===== src/rtl/camera_ex_ctrl_n.sv =====
// ---------------------------------------------------------------------------
// camera_ex_ctrl_n
//
// Exposure/readout sequencer for the pixel-array camera. It erases the array
// while idle, exposes for a latched number of cycles, then reads out ROWS
// rows. Each row takes four cycles: select, convert, hold and release. The
// block supports single-shot capture, continuous capture (auto-restart after
// one erase cycle) and a synchronous abort back to idle.
//
// Parameters
//   ROWS       number of pixel rows read out (>= 1)
//   EXP_W      width of the exposure-time input and counter
//
// Ports
//   Clk        clock, rising edge
//   Reset      synchronous, active-high; highest priority
//   Init       start a frame (only looked at while idle)
//   Continuous restart automatically after readout
//   Abort      synchronous abort to idle; beats Init and Continuous
//   ExpTime    exposure length in cycles, latched at frame start (0 acts as 1)
//   Erase      pixel erase, high while idle
//   Expose     pixel exposure, high during exposure
//   Start      exposure-timer start indication, high during exposure
//   ADC        ADC convert strobe
//   NRE        per-row read enable, active-low, at most one bit low
//   Busy       high during exposure and readout
//   FrameDone  one-cycle pulse in the last readout cycle
//
// Every output is a flop loaded from the next-state decode, so none of them
// has a combinational path from an input.
// ---------------------------------------------------------------------------
module camera_ex_ctrl_n #(
    parameter int unsigned ROWS  = 2,
    parameter int unsigned EXP_W = 5
) (
    input  logic             Clk,
    input  logic             Reset,
    input  logic             Init,
    input  logic             Continuous,
    input  logic             Abort,
    input  logic [EXP_W-1:0] ExpTime,
    output logic             Erase,
    output logic             Expose,
    output logic             Start,
    output logic             ADC,
    output logic [ROWS-1:0]  NRE,
    output logic             Busy,
    output logic             FrameDone
);

    localparam int unsigned      RowW    = (ROWS > 1) ? $clog2(ROWS) : 1;
    localparam logic [RowW-1:0]  LastRow = RowW'(ROWS - 1);
    localparam logic [RowW-1:0]  RowOne  = RowW'(1);
    localparam logic [EXP_W-1:0] ExpOne  = EXP_W'(1);

    // Row phases: select, convert, hold, release.
    localparam logic [1:0] PhConvert = 2'd1;
    localparam logic [1:0] PhRelease = 2'd3;

    typedef enum logic [1:0] {
        StIdle,
        StExpose,
        StRead
    } state_e;

    // -----------------------------------------------------------------------
    // State registers
    // -----------------------------------------------------------------------
    state_e           state_q, state_d;
    logic [EXP_W-1:0] exp_cnt_q, exp_cnt_d;
    logic [RowW-1:0]  row_q, row_d;
    logic [1:0]       phase_q, phase_d;
    logic             restart_q, restart_d;

    // -----------------------------------------------------------------------
    // Output registers and their next values
    // -----------------------------------------------------------------------
    logic            erase_q, erase_d;
    logic            expose_q, expose_d;
    logic            start_q, start_d;
    logic            adc_q, adc_d;
    logic [ROWS-1:0] nre_q, nre_d;
    logic            busy_q, busy_d;
    logic            frame_done_q, frame_done_d;

    // -----------------------------------------------------------------------
    // Next-state logic
    // -----------------------------------------------------------------------
    always_comb begin
        state_d   = state_q;
        exp_cnt_d = exp_cnt_q;
        row_d     = row_q;
        phase_d   = phase_q;
        restart_d = restart_q;

        if (Abort) begin
            state_d   = StIdle;
            exp_cnt_d = '0;
            row_d     = '0;
            phase_d   = '0;
            restart_d = 1'b0;
        end else begin
            unique case (state_q)
                StIdle: begin
                    if (Init || restart_q) begin
                        state_d   = StExpose;
                        // A zero exposure still spends one cycle exposing.
                        exp_cnt_d = (ExpTime == '0) ? ExpOne : ExpTime;
                        restart_d = 1'b0;
                    end
                end

                StExpose: begin
                    // Terminal count is 1; the counter stops here, never wraps.
                    if (exp_cnt_q <= ExpOne) begin
                        state_d   = StRead;
                        exp_cnt_d = '0;
                        row_d     = '0;
                        phase_d   = '0;
                    end else begin
                        exp_cnt_d = exp_cnt_q - ExpOne;
                    end
                end

                StRead: begin
                    if (phase_q == PhRelease) begin
                        phase_d = '0;
                        if (row_q == LastRow) begin
                            state_d   = StIdle;
                            row_d     = '0;
                            restart_d = Continuous;
                        end else begin
                            row_d = row_q + RowOne;
                        end
                    end else begin
                        phase_d = phase_q + 2'd1;
                    end
                end

                default: begin
                    state_d   = StIdle;
                    exp_cnt_d = '0;
                    row_d     = '0;
                    phase_d   = '0;
                    restart_d = 1'b0;
                end
            endcase
        end
    end

    // -----------------------------------------------------------------------
    // Output decode of the next state, registered below
    // -----------------------------------------------------------------------
    always_comb begin
        erase_d      = (state_d == StIdle);
        expose_d     = (state_d == StExpose);
        start_d      = (state_d == StExpose);
        busy_d       = (state_d != StIdle);
        adc_d        = (state_d == StRead) && (phase_d == PhConvert);
        frame_done_d = (state_d == StRead) && (row_d == LastRow) && (phase_d == PhRelease);

        nre_d = '1;
        for (int unsigned i = 0; i < ROWS; i++) begin
            if ((state_d == StRead) && (phase_d != PhRelease) && (row_d == RowW'(i))) begin
                nre_d[i] = 1'b0;
            end
        end
    end

    // -----------------------------------------------------------------------
    // Sequential state and outputs
    // -----------------------------------------------------------------------
    always_ff @(posedge Clk) begin
        if (Reset) begin
            state_q      <= StIdle;
            exp_cnt_q    <= '0;
            row_q        <= '0;
            phase_q      <= '0;
            restart_q    <= 1'b0;
            erase_q      <= 1'b1;
            expose_q     <= 1'b0;
            start_q      <= 1'b0;
            adc_q        <= 1'b0;
            nre_q        <= '1;
            busy_q       <= 1'b0;
            frame_done_q <= 1'b0;
        end else begin
            state_q      <= state_d;
            exp_cnt_q    <= exp_cnt_d;
            row_q        <= row_d;
            phase_q      <= phase_d;
            restart_q    <= restart_d;
            erase_q      <= erase_d;
            expose_q     <= expose_d;
            start_q      <= start_d;
            adc_q        <= adc_d;
            nre_q        <= nre_d;
            busy_q       <= busy_d;
            frame_done_q <= frame_done_d;
        end
    end

    assign Erase     = erase_q;
    assign Expose    = expose_q;
    assign Start     = start_q;
    assign ADC       = adc_q;
    assign NRE       = nre_q;
    assign Busy      = busy_q;
    assign FrameDone = frame_done_q;

endmodule


===== config.mk =====
export PLATFORM = sky130hd
export DESIGN_NAME = camera_ex_ctrl_n
export DESIGN_NICKNAME = d
export VERILOG_FILES = /design/src/rtl/camera_ex_ctrl_n.sv
export SDC_FILE = /design/constraint.sdc
export NUM_CORES = 1
export LEC_CHECK = 0
export BUFFER_PORTS_ARGS = -buffer_cell sky130_fd_sc_hd__buf_4
export CORE_MARGIN = 8
export CORE_UTILIZATION = 38
export CTS_BUF_LIST = sky130_fd_sc_hd__clkbuf_16
export CTS_CLUSTER_SIZE = 20
export DETAILED_ROUTE_END_ITERATION = 10
export PLACE_DENSITY = 0.63
export SYNTH_ARGS = -nofsm -noshare
export SYNTH_HDL_FRONTEND = slang
export SYNTH_SLANG_ARGS = --single-unit

===== constraint.sdc =====
create_clock -name Clk -period 1.55 [get_ports Clk]
set_input_delay 0.2325 -clock Clk [delete_from_list [all_inputs] [get_ports Clk]]
set_output_delay 0.2325 -clock Clk [all_outputs]
set_load 0.01 [all_outputs]

==> results of run 1 <==
[layout by cell type (no fill, tap or decap), types with 3 or more instances in the layout]
master,netlist,final
mux2i_1,3,3
dfxtp_1,18,15
nor2_1,9,8
clkbuf_16,0,3
xnor2_1,3,3
inv_1,6,5
a21oi_1,7,5
nor3_1,3,3
buf_4,2,46
[power breakdown]
| part | switching, mW | total, mW | internal (mW) |
|---|---|---|---|
| combinational | 0.109 | 0.239 | 0.130 |
| clock | 0.166 | 0.508 | 0.343 |
| sequential | 0.0137 | 0.491 | 0.477 |
| total | 0.288 | 1.24 | 0.950 |
[cell type report]
type	count	area (µm²)	area share
Clock inverter	1	3.75	0.00248
Clock buffer	3	75.1	0.0495
Sequential cell	18	367	0.242
Timing Repair Buffer	48	368	0.243
Inverter	6	22.5	0.0149
Tap cell	30	37.5	0.0248
Multi-Input combinational cell	69	643	0.424
[worst max path at each step]
stage / endpoint / cells after the start / slack [ns]
2_1_floorplan: NRE[0] / 6 / -0.07
3_3_place_gp: NRE[0] / 6 / -0.10
3_5_place_dp: NRE[0] / 6 / -0.14
4_1_cts: NRE[0] / 6 / -0.14
5_1_grt: NRE[0] / 6 / -0.22
6_report: NRE[0] / 6 / -0.16
[state kept, by name, indices dropped and copies added, names as in the netlist]
name       count
exp_cnt_q      5
NRE            2
phase_q        2
state_q        2
ADC            1
Busy           1
Erase          1
FrameDone      1
Start          1
restart_q      1
row_q          1
[logic make-up after synthesis]
group                      after synthesis
and+or+nand+nor                         34
AOI/OAI and AO/OA                       26
DFF                                     18
buffers and inverters                   11
xor gates and xnor gates                 3
muxes                                    3
adders and majority gates                3
[worst max-delay path: cells and delay by family (launching register included)]
family          cells  cell delay, ns
compound gates      3            0.58
simple gates        1            0.48
flops               1            0.32
fa+ha+maj           1            0.12
buf+inv             1            0.07
[metrics by stage]
step / setup TNS (ns) / cells / cell area, µm² / utilization
final: -0.619 / 175 / 1520 / 0.623
after global routing: -1.15 / 175 / 1520 / 0.623
after CTS: -0.515 / 174 / 1430 / 0.587
after detailed placement: -0.701 / 166 / 1300 / 0.533
after global placement: -0.420 / 166 / 1300 / 0.533
after floorplan: -0.0913 / 98 / 972 / -
[layer usage]
layer / global-route usage / up-vias / routed length [µm]
met3: 0.0356 / 2 / 154
met5: 0 / - / 0
met1: 0.147 / 440 / 1100
met4: 0.0453 / 0 / 31
li1: - / 454 / -
met2: 0.189 / 28 / 1360
[repair_timing]
| action | in CTS | in global routing |
|---|---|---|
| endpoints found under the setup margin | 9 | 13 |
| hold buffers | 0 | 0 |
| buffers inserted | 5 | 2 |
| pin swaps | 6 | 10 |
| resized for setup | 6 | 15 |
==> impl_results.md, run 1 <==
* Status: finished with violations
* Violated checks: setup timing
* Final setup fails at 8
* Core box area at 2430 µm²
* Cell taking the most area after synthesis: dfxtp_1
* IO Pins at 18
* Total of max-cap violations at 0
* Clock root cell: clkbuf_16
* Cell Area, Synth at 955 µm²
* Pin count of the biggest net entering global routing at 12
* CTS tree: built
* Clk_lat worst skew at 0.25 ns
* Worst Clk Skew at 0.00151 ns
* Die X at 66.1 µm
* WS Path Type: register to register
* Distinct cell type count after synthesis at 42
* Setup WS pre-CTS at -0.140 ns
* Slowest-stage cell, CP: or4_4
* Depth of the worst register-to-register path at 6
* Synth Area in Compound Gates at 0.229
* HP Start: Continuous
* Worst vdd ir at 0.808 mV
* Net Count, Synth at 111
* WP data required at 1.66 ns
* Final WS setup at -0.157 ns
* Crit start category: register
* Overall power at 1.24 mW
* Vias in the first global route at 886
* Rel. slew slack at 0.617
* Hold path endpoint: restart_q
* Post-synthesis mux area share at 0.0315
* Post-layout nets at 159
* Synth top cells by count: 18 x dfxtp_1, 9 x nor2_1, 7 x a21oi_1
* WL/cell at 15.1 µm
* Input/output buffers at 17
* Synth Flop Type: dfxtp_1
* Final wirelength at 2650 µm
* H-tree depth at 1
* Post-synthesis adder-cell area fraction at 0.0393
* RSZ-0062 raised after global routing: yes
* Synth warnings at 0
* Initial Utilization at 0.392
* Synthesized area per cell at 9.74 µm²
* Final Slew Violations at 0
* Drc violations at 0
* Register clock-pin slew on the reported worst setup and hold paths at 0.05 ns
* Period minus WS final at 1.71 ns
* Hpwl dp at 1850 µm
* Initial antenna violation count at 0
* Area growth from synthesis to final layout at 58.8%
* Ys async rst share at 0
* Hold Fails Final Rpt at 0
* Count leader, synth: dfxtp_1
* Via count at 924
* Drt pass-1 iters at 4
* Hold Path Stages at 3
* Post-synthesis simple-gate area fraction at 0.235
* Die height at 66.1 µm
* Worst path arrival time at 1.82 ns
* Routed Antenna Nets at 0
* Worst Hold Slack at 0.245 ns
* Worst setup path startpoint: exp_cnt_q[1]
* Maximum root-to-sink buffer count at 2
* CTS buffer count at 3
* Synth area leaders: dfxtp_1 38%, ha_1 3.9%, a21oi_1 3.7%, nor2_1 3.5%, mux2i_1 3.1%
* Mapped Cells at 98
* Largest family of logic cells by synthesized area: simple AND/OR/NAND/NOR gates
* All-Layer GR Usage at 0.119
* Ant. Diodes at 0
* Post-synth EDFFs at 0
* Slew @ Worst Pin at 0.574 ns
* Sequential area share after synthesis at 0.377
* GRT overflow at 0
* R2r setup slk at -0.16 ns
* Routability cong. at 0.784
* DIE AREA at 4370 µm²
* First-pass GRT wire length at 4100 µm
* Yosys reg bits at 18
* Synth top area share at 0.377
* Crit path max fanout at 4
* Worst-path cell chain: inv_2, ha_4, o21ba_4, or4_4, a311oi_4, o211ai_1
* Period Utilization, post-route at 1.10
* Drt via density at 5.28
* Worst r2r src: exp_cnt_q[1]
* FILL cells at 187
* # rows at 18
* Worst R2R End: NRE[0]
* Slowest cell delay on critical path at 0.48 ns
* Sink Count at 18
* Synth Area in XOR/XNOR at 0.0275
* Worst setup EP type: register
* Leakage power at 0.609 nW
* Layout cell share with drive strength beyond 1 at 0.531
* First DRT Iteration DRCs at 42
* Path type of the worst min-delay path: primary input to register
* PD cells at 817 nW/µm²
* Fmax at 586 MHz
Power figures use the tool's default switching activity.
==> run 2: changes to the inputs <==
--- a/config.mk
+++ b/config.mk
@@ -5,7 +5,7 @@
 export SDC_FILE = /design/constraint.sdc
 export NUM_CORES = 1
 export LEC_CHECK = 0
-export BUFFER_PORTS_ARGS = -buffer_cell sky130_fd_sc_hd__buf_4
+export BUFFER_PORTS_ARGS = -buffer_cell sky130_fd_sc_hd__buf_2
 export CORE_MARGIN = 8
 export CORE_UTILIZATION = 38
 export CTS_BUF_LIST = sky130_fd_sc_hd__clkbuf_16
==> run 2 against run 1 <==
Effect of this change:
- clock skew barely moved
- register-to-register slack barely moved
- die area did not move
- sequential power barely moved
- the flow still finishes with violations (setup timing)
- worst hold slack got worse by 0.018 ns
- final cell count fell by 1.7%
- first-iteration DRC count fell by 36%
- critical path type unchanged
==> impl_results.md, run 2 (synthesis results as in run 1) <==
* All-Layer GR Usage at 0.109 (was 0.119)
* WS Path Type: register to register (unchanged)
* Drc violations at 0 (unchanged)
* Worst Clk Skew at 0.00178 ns (was 0.00151 ns)
* Total of max-cap violations at 0 (unchanged)
* H-tree depth at 1 (unchanged)
* Worst vdd ir at 0.626 mV (was 0.808 mV)
* Routed Antenna Nets at 0 (unchanged)
* WL/cell at 13.3 µm (was 15.1 µm)
* Worst Hold Slack at 0.227 ns (was 0.245 ns)
* Worst path arrival time at 1.83 ns (was 1.82 ns)
* Rel. slew slack at 0.622 (was 0.617)
* Commonest non-fill, non-tap cell in the layout: buf_4 (unchanged)
* Input/output buffers at 17 (unchanged)
* Layout cell share with drive strength beyond 1 at 0.472 (was 0.531)
* CTS buffer count at 3 (unchanged)
* First DRT Iteration DRCs at 27 (was 42)
* Post-layout nets at 156 (was 159)
* Period minus WS final at 1.70 ns (was 1.71 ns)
* Final WS setup at -0.150 ns (was -0.157 ns)
* Slowest cell delay on critical path at 0.48 ns (about the same)
* Switching pwr at 0.284 mW (was 0.288 mW)
* Status: finished with violations (unchanged)
* Overall power at 1.21 mW (was 1.24 mW)
* Final core utilization at 0.566 (was 0.623)
* Placed inst area at 1250 µm² (was 1300 µm²)
* Clock root cell: clkbuf_16 (unchanged)
* Crit start category: register (unchanged)
* Internal power at 0.926 mW (was 0.950 mW)
* # rows at 18 (unchanged)
* Path type of the worst min-delay path: primary input to register (unchanged)
* Die X at 66.1 µm (unchanged)
* Crit path max fanout at 4 (unchanged)
* Initial antenna violation count at 0 (unchanged)
* Cell Count, Final, Fillers Out at 172 (was 175)
* IO Pins at 18 (unchanged)
* CTS tree: built (unchanged)
* PD cells at 879 nW/µm² (was 817 nW/µm²)
* Setup TNS Final at -0.702 ns (was -0.619 ns)
* FILL cells at 219 (was 187)
* WP data required at 1.68 ns (was 1.66 ns)
* Setup WS pre-CTS at -0.166 ns (was -0.140 ns)
* Initial Utilization at 0.392 (unchanged)
* Reg power frac at 0.404 (was 0.397)
* RSZ-0062 raised after global routing: yes (unchanged)
* GRT overflow at 0 (unchanged)
* Routability cong. at 0.793 (was 0.784)
* Multi-input gate area at 581 µm² (was 643 µm²)
* Largest Register: exp_cnt_q (unchanged)
* Violated checks: setup timing (unchanged)
* Drt pass-1 iters at 4 (unchanged)
* Period Utilization, post-route at 1.10 (about the same)
* First-pass GRT wire length at 3820 µm (was 4100 µm)
* Sink Count at 18 (unchanged)
* Ant. Diodes at 0 (unchanged)
* Maximum root-to-sink buffer count at 2 (unchanged)
* Register clock-pin slew on the reported worst setup and hold paths at 0.05 ns (about the same)
* Most frequent cells in the layout: 28 x buf_4, 17 x buf_2, 16 x dfxtp_1 (was 46 x buf_4, 15 x dfxtp_1, 8 x nor2_1)
* Pin count of the biggest net entering global routing at 12 (unchanged)
* Largest register FFs at 5 (unchanged)
* DIE AREA at 4370 µm² (unchanged)
* Area growth from synthesis to final layout at 44.3% (was 58.8%)
* Core box area at 2430 µm² (unchanged)
* Fmax at 588 MHz (was 586 MHz)
* Switching share of power at 0.235 (was 0.233)
* Comb pwr share at 0.166 (was 0.193)
* Vias in the first global route at 877 (was 886)
* Clk pwr share at 0.430 (was 0.411)
* Final Slew Violations at 0 (unchanged)
* Drt via density at 5.10 (was 5.28)
* Sequential standard cell area at 363 µm² (was 367 µm²)
* Cts hold-fix bufs at 0 (unchanged)
* Cells after DPL at 166 (unchanged)
* Post-route cell area at 1380 µm² (was 1520 µm²)
* Slew @ Worst Pin at 0.566 ns (was 0.574 ns)
* Via count at 877 (was 924)
* CP bufs+invs at 2 (was 1)
* Worst setup EP type: register (unchanged)
* Clk_lat worst skew at 0.25 ns (about the same)
* Cell family with most CP delay: simple AND/OR/NAND/NOR gates (was compound AO/OA/AOI/OAI gates)
* Die height at 66.1 µm (unchanged)
* Hold Fails Final Rpt at 0 (unchanged)
* Leakage power at 0.569 nW (was 0.609 nW)
* Final setup fails at 9 (was 8)
* Hpwl dp at 1800 µm (was 1850 µm)
* Slowest-stage cell, CP: or4_4 (unchanged)
* Worst-path cell chain: inv_2, ha_4, o21ba_4, or4_4, a311oi_4, buf_4, nor4_2 (was inv_2, ha_4, o21ba_4, or4_4, a311oi_4, o211ai_1)
* Final wirelength at 2300 µm (was 2650 µm)
run 2: worst paths after layout:
| path | from | end | cells after the start | slack, ns |
|---|---|---|---|---|
| worst min register to register | restart_q | restart_q | 2 | 0.50 |
| worst max-delay path | exp_cnt_q[1] | FrameDone | 7 | -0.15 |
| worst min-delay path | Continuous | restart_q | 3 | 0.23 |
| worst max register to register | exp_cnt_q[1] | FrameDone | 7 | -0.15 |
run 2: power groups by stage:
stage / logic (mW) / registers, mW / clock network (mW)
floorplan: 0.110 / 0.501 / 0
global placement: 0.193 / 0.498 / 0
detailed placement: 0.198 / 0.498 / 0
CTS: 0.196 / 0.489 / 0.523
global route: 0.220 / 0.492 / 0.549
finish: 0.201 / 0.490 / 0.521
run 2: cell type report:
class                   count  area share
repair buffers             45       0.214
flip-flops and latches     18       0.263
multi-input cells          69       0.421
inverters                   6      0.0163
well taps                  30      0.0272
clock inverters             1     0.00272
clock buffers               3      0.0545
run 2: layer usage:
metal / vias to the layer above / global-route usage / wire length [µm]
li1: 449 / - / -
met1: 407 / 0.137 / 1100
met2: 17 / 0.169 / 1050
met3: 4 / 0.0254 / 104
met4: 0 / 0.0560 / 38
met5: - / 0 / 0
run 2: worst register-to-register path, stage by stage (launching register included):
cell,delay [ns]
dfxtp_2,0.32
inv_2,0.07
ha_4,0.12
o21ba_4,0.15
or4_4,0.48
a311oi_4,0.25
buf_4,0.16
nor4_2,0.03
run 2: timing repair:
action / in CTS / in global routing
gates resized for setup: 2 / 4
setup buffers: 2 / 1
endpoints found under the setup margin: 9 / 13
pin swaps: 5 / 1
==> run 3: changes to the inputs <==
--- a/config.mk
+++ b/config.mk
@@ -6,6 +6,7 @@
 export NUM_CORES = 1
 export LEC_CHECK = 0
 export BUFFER_PORTS_ARGS = -buffer_cell sky130_fd_sc_hd__buf_2
+export CORE_ASPECT_RATIO = 0.7
 export CORE_MARGIN = 8
 export CORE_UTILIZATION = 38
 export CTS_BUF_LIST = sky130_fd_sc_hd__clkbuf_16
==> run 3 against run 2 <==
Effect of this change:
- the flow still finishes with violations (setup timing)
- clock power is 2% lower
- worst hold slack worse by 0.0045 ns
- fmax is 2.4% lower
- routed wire length is 16% higher
- critical path type unchanged
- sequential power is 1% higher
- non-clock buffer count stayed put
- sequential share of layout area is 1.3 points lower
- design area is 5.3% higher
- worst setup slack worse by 0.042 ns
- critical endpoint is now NRE[0]
- via count is 3.0% higher
- register-to-register slack worse by 0.04 ns
==> impl_results.md, run 3 (synthesis results as in run 1) <==
* WL/cell at 15.1 µm (was 13.3 µm)
* Via count at 903 (was 877)
* Commonest non-fill, non-tap cell in the layout: buf_4 (unchanged)
* Initial Utilization at 0.394 (was 0.392)
* Layout cell share with drive strength beyond 1 at 0.514 (was 0.472)
* Period Utilization, post-route at 1.12 (was 1.10)
* Die X at 75.9 µm (was 66.1 µm)
* GRT overflow at 0 (unchanged)
* Die height at 57.9 µm (was 66.1 µm)
* RSZ-0062 raised after global routing: yes (unchanged)
* First-pass GRT wire length at 4050 µm (was 3820 µm)
* Post-layout nets at 156 (unchanged)
* Maximum root-to-sink buffer count at 2 (unchanged)
* Sink Count at 18 (unchanged)
* Worst r2r src: exp_cnt_q[1] (unchanged)
* Fmax at 574 MHz (was 588 MHz)
* Worst Clk Skew at 0.000671 ns (was 0.00178 ns)
* Path type of the worst min-delay path: primary input to register (unchanged)
* Rel. slew slack at 0.624 (was 0.622)
* Drt via density at 5.13 (was 5.10)
* DIE AREA at 4400 µm² (was 4370 µm²)
* Worst path arrival time at 1.85 ns (was 1.83 ns)
* Final setup fails at 13 (was 9)
* Worst setup path startpoint: exp_cnt_q[1] (unchanged)
* Setup TNS Final at -1.32 ns (was -0.702 ns)
* Vias in the first global route at 879 (was 877)
* Ant. Diodes at 0 (unchanged)
* Worst setup EP type: register (unchanged)
* Hold Fails Final Rpt at 0 (unchanged)
* Placed inst area at 1250 µm² (about the same)
* Clock root cell: clkbuf_16 (unchanged)
* Register clock-pin slew on the reported worst setup and hold paths at 0.05 ns (about the same)
* Crit path max fanout at 4 (unchanged)
* Final Slew Violations at 0 (unchanged)
* Most frequent cells in the layout: 25 x buf_4, 17 x buf_2, 16 x dfxtp_1 (was 28 x buf_4, 17 x buf_2, 16 x dfxtp_1)
* IO Pins at 18 (unchanged)
* Period minus WS final at 1.74 ns (was 1.70 ns)
* Final wirelength at 2660 µm (was 2300 µm)
* WP data required at 1.65 ns (was 1.68 ns)
* Worst vdd ir at 0.565 mV (was 0.626 mV)
* Final WS setup at -0.192 ns (was -0.150 ns)
* Violated checks: setup timing (unchanged)
* Routability cong. at 0.800 (was 0.793)
* Routed Antenna Nets at 0 (unchanged)
* Slew @ Worst Pin at 0.563 ns (was 0.566 ns)
* Status: finished with violations (unchanged)
* Drc violations at 0 (unchanged)
* Clk_lat worst skew at 0.24 ns (was 0.25 ns)
* Area growth from synthesis to final layout at 51.9% (was 44.3%)
* Largest register FFs at 5 (unchanged)
* Post-route cell area at 1450 µm² (was 1380 µm²)
* Initial antenna violation count at 0 (unchanged)
* Drt pass-1 iters at 4 (unchanged)
* HP Start: Continuous (unchanged)
* Leakage power at 0.586 nW (was 0.569 nW)
* H-tree depth at 1 (unchanged)
* Total of max-cap violations at 0 (unchanged)
* First DRT Iteration DRCs at 27 (unchanged)
* Core box area at 2420 µm² (was 2430 µm²)
* CTS tree: built (unchanged)
* Crit start category: register (unchanged)
* FILL cells at 193 (was 219)
* # rows at 15 (was 18)
* CTS buffer count at 3 (unchanged)
* All-Layer GR Usage at 0.112 (was 0.109)
* PD cells at 858 nW/µm² (was 879 nW/µm²)
* Hpwl dp at 1850 µm (was 1800 µm)
* Largest Register: exp_cnt_q (unchanged)
* Pin count of the biggest net entering global routing at 11 (was 12)
* Input/output buffers at 17 (unchanged)
* WS Path Type: register to register (unchanged)
run 3: area by class of cell:
cell class | instances | area, µm² | area share
clock buffer | 3 | 75.1 | 0.0518
clock inverter | 1 | 3.75 | 0.00259
inverter | 6 | 22.5 | 0.0155
multi-input combinational | 69 | 637 | 0.439
sequential | 18 | 363 | 0.250
tap | 34 | 42.5 | 0.0293
timing repair buffer | 45 | 307 | 0.211
run 3: through the flow:
stage	std cells	setup slack [ns]	utilization	hold WS, ns	total power [mW]
after floorplan	98	-0.0727	-	0.305	0.611
after global placement	169	-0.0927	0.517	0.474	0.690
after detailed placement	169	-0.144	0.517	0.482	0.693
after CTS	174	-0.153	0.571	0.223	1.22
after global routing	176	-0.283	0.599	0.241	1.30
final	176	-0.192	0.599	0.223	1.24
run 3: where the power goes:
part           total [mW]  internal [mW]  switching (mW)  leakage [nW]
Combinational       0.241          0.130           0.111         0.401
Sequential          0.495          0.478          0.0167         0.147
Clock               0.508          0.342           0.165        0.0385
run 3: critical path: stages, from the launching register on:
cell and delay, ns:
dfxtp_2 0.33, inv_2 0.07, ha_4 0.13, o21ba_4 0.15
or4_4 0.48, a311oi_4 0.28, o211ai_1 0.15
run 3: worst paths after layout:
kind               endpoint  slack [ns]  cells past startpoint
setup reg to reg     NRE[0]       -0.19                      6
hold reg to reg   restart_q        0.50                      2
hold / removal    restart_q        0.22                      3
setup / recovery     NRE[0]       -0.19                      6
run 3: repair_timing:
| action | 4_1_cts | 5_1_grt |
|---|---|---|
| endpoints found under the setup margin | 10 | 15 |
| pin swaps | 8 | 10 |
| endpoints found under the hold margin | 0 | 0 |
| resized for setup | 9 | 10 |
| setup buffers | 2 | 3 |
| cloned | 0 | 0 |
| hold buffers | 0 | 0 |
run 3: routing by layer:
layer | part of all wire | up-vias | global-route usage | wire length [µm]
met3 | 0.029 | 6 | 0.0309 | 77
met1 | 0.49 | 429 | 0.143 | 1300
met5 | 0 | - | 0 | 0
met4 | 0.011 | 0 | 0.0278 | 30
li1 | - | 447 | - | -
met2 | 0.47 | 21 | 0.182 | 1250
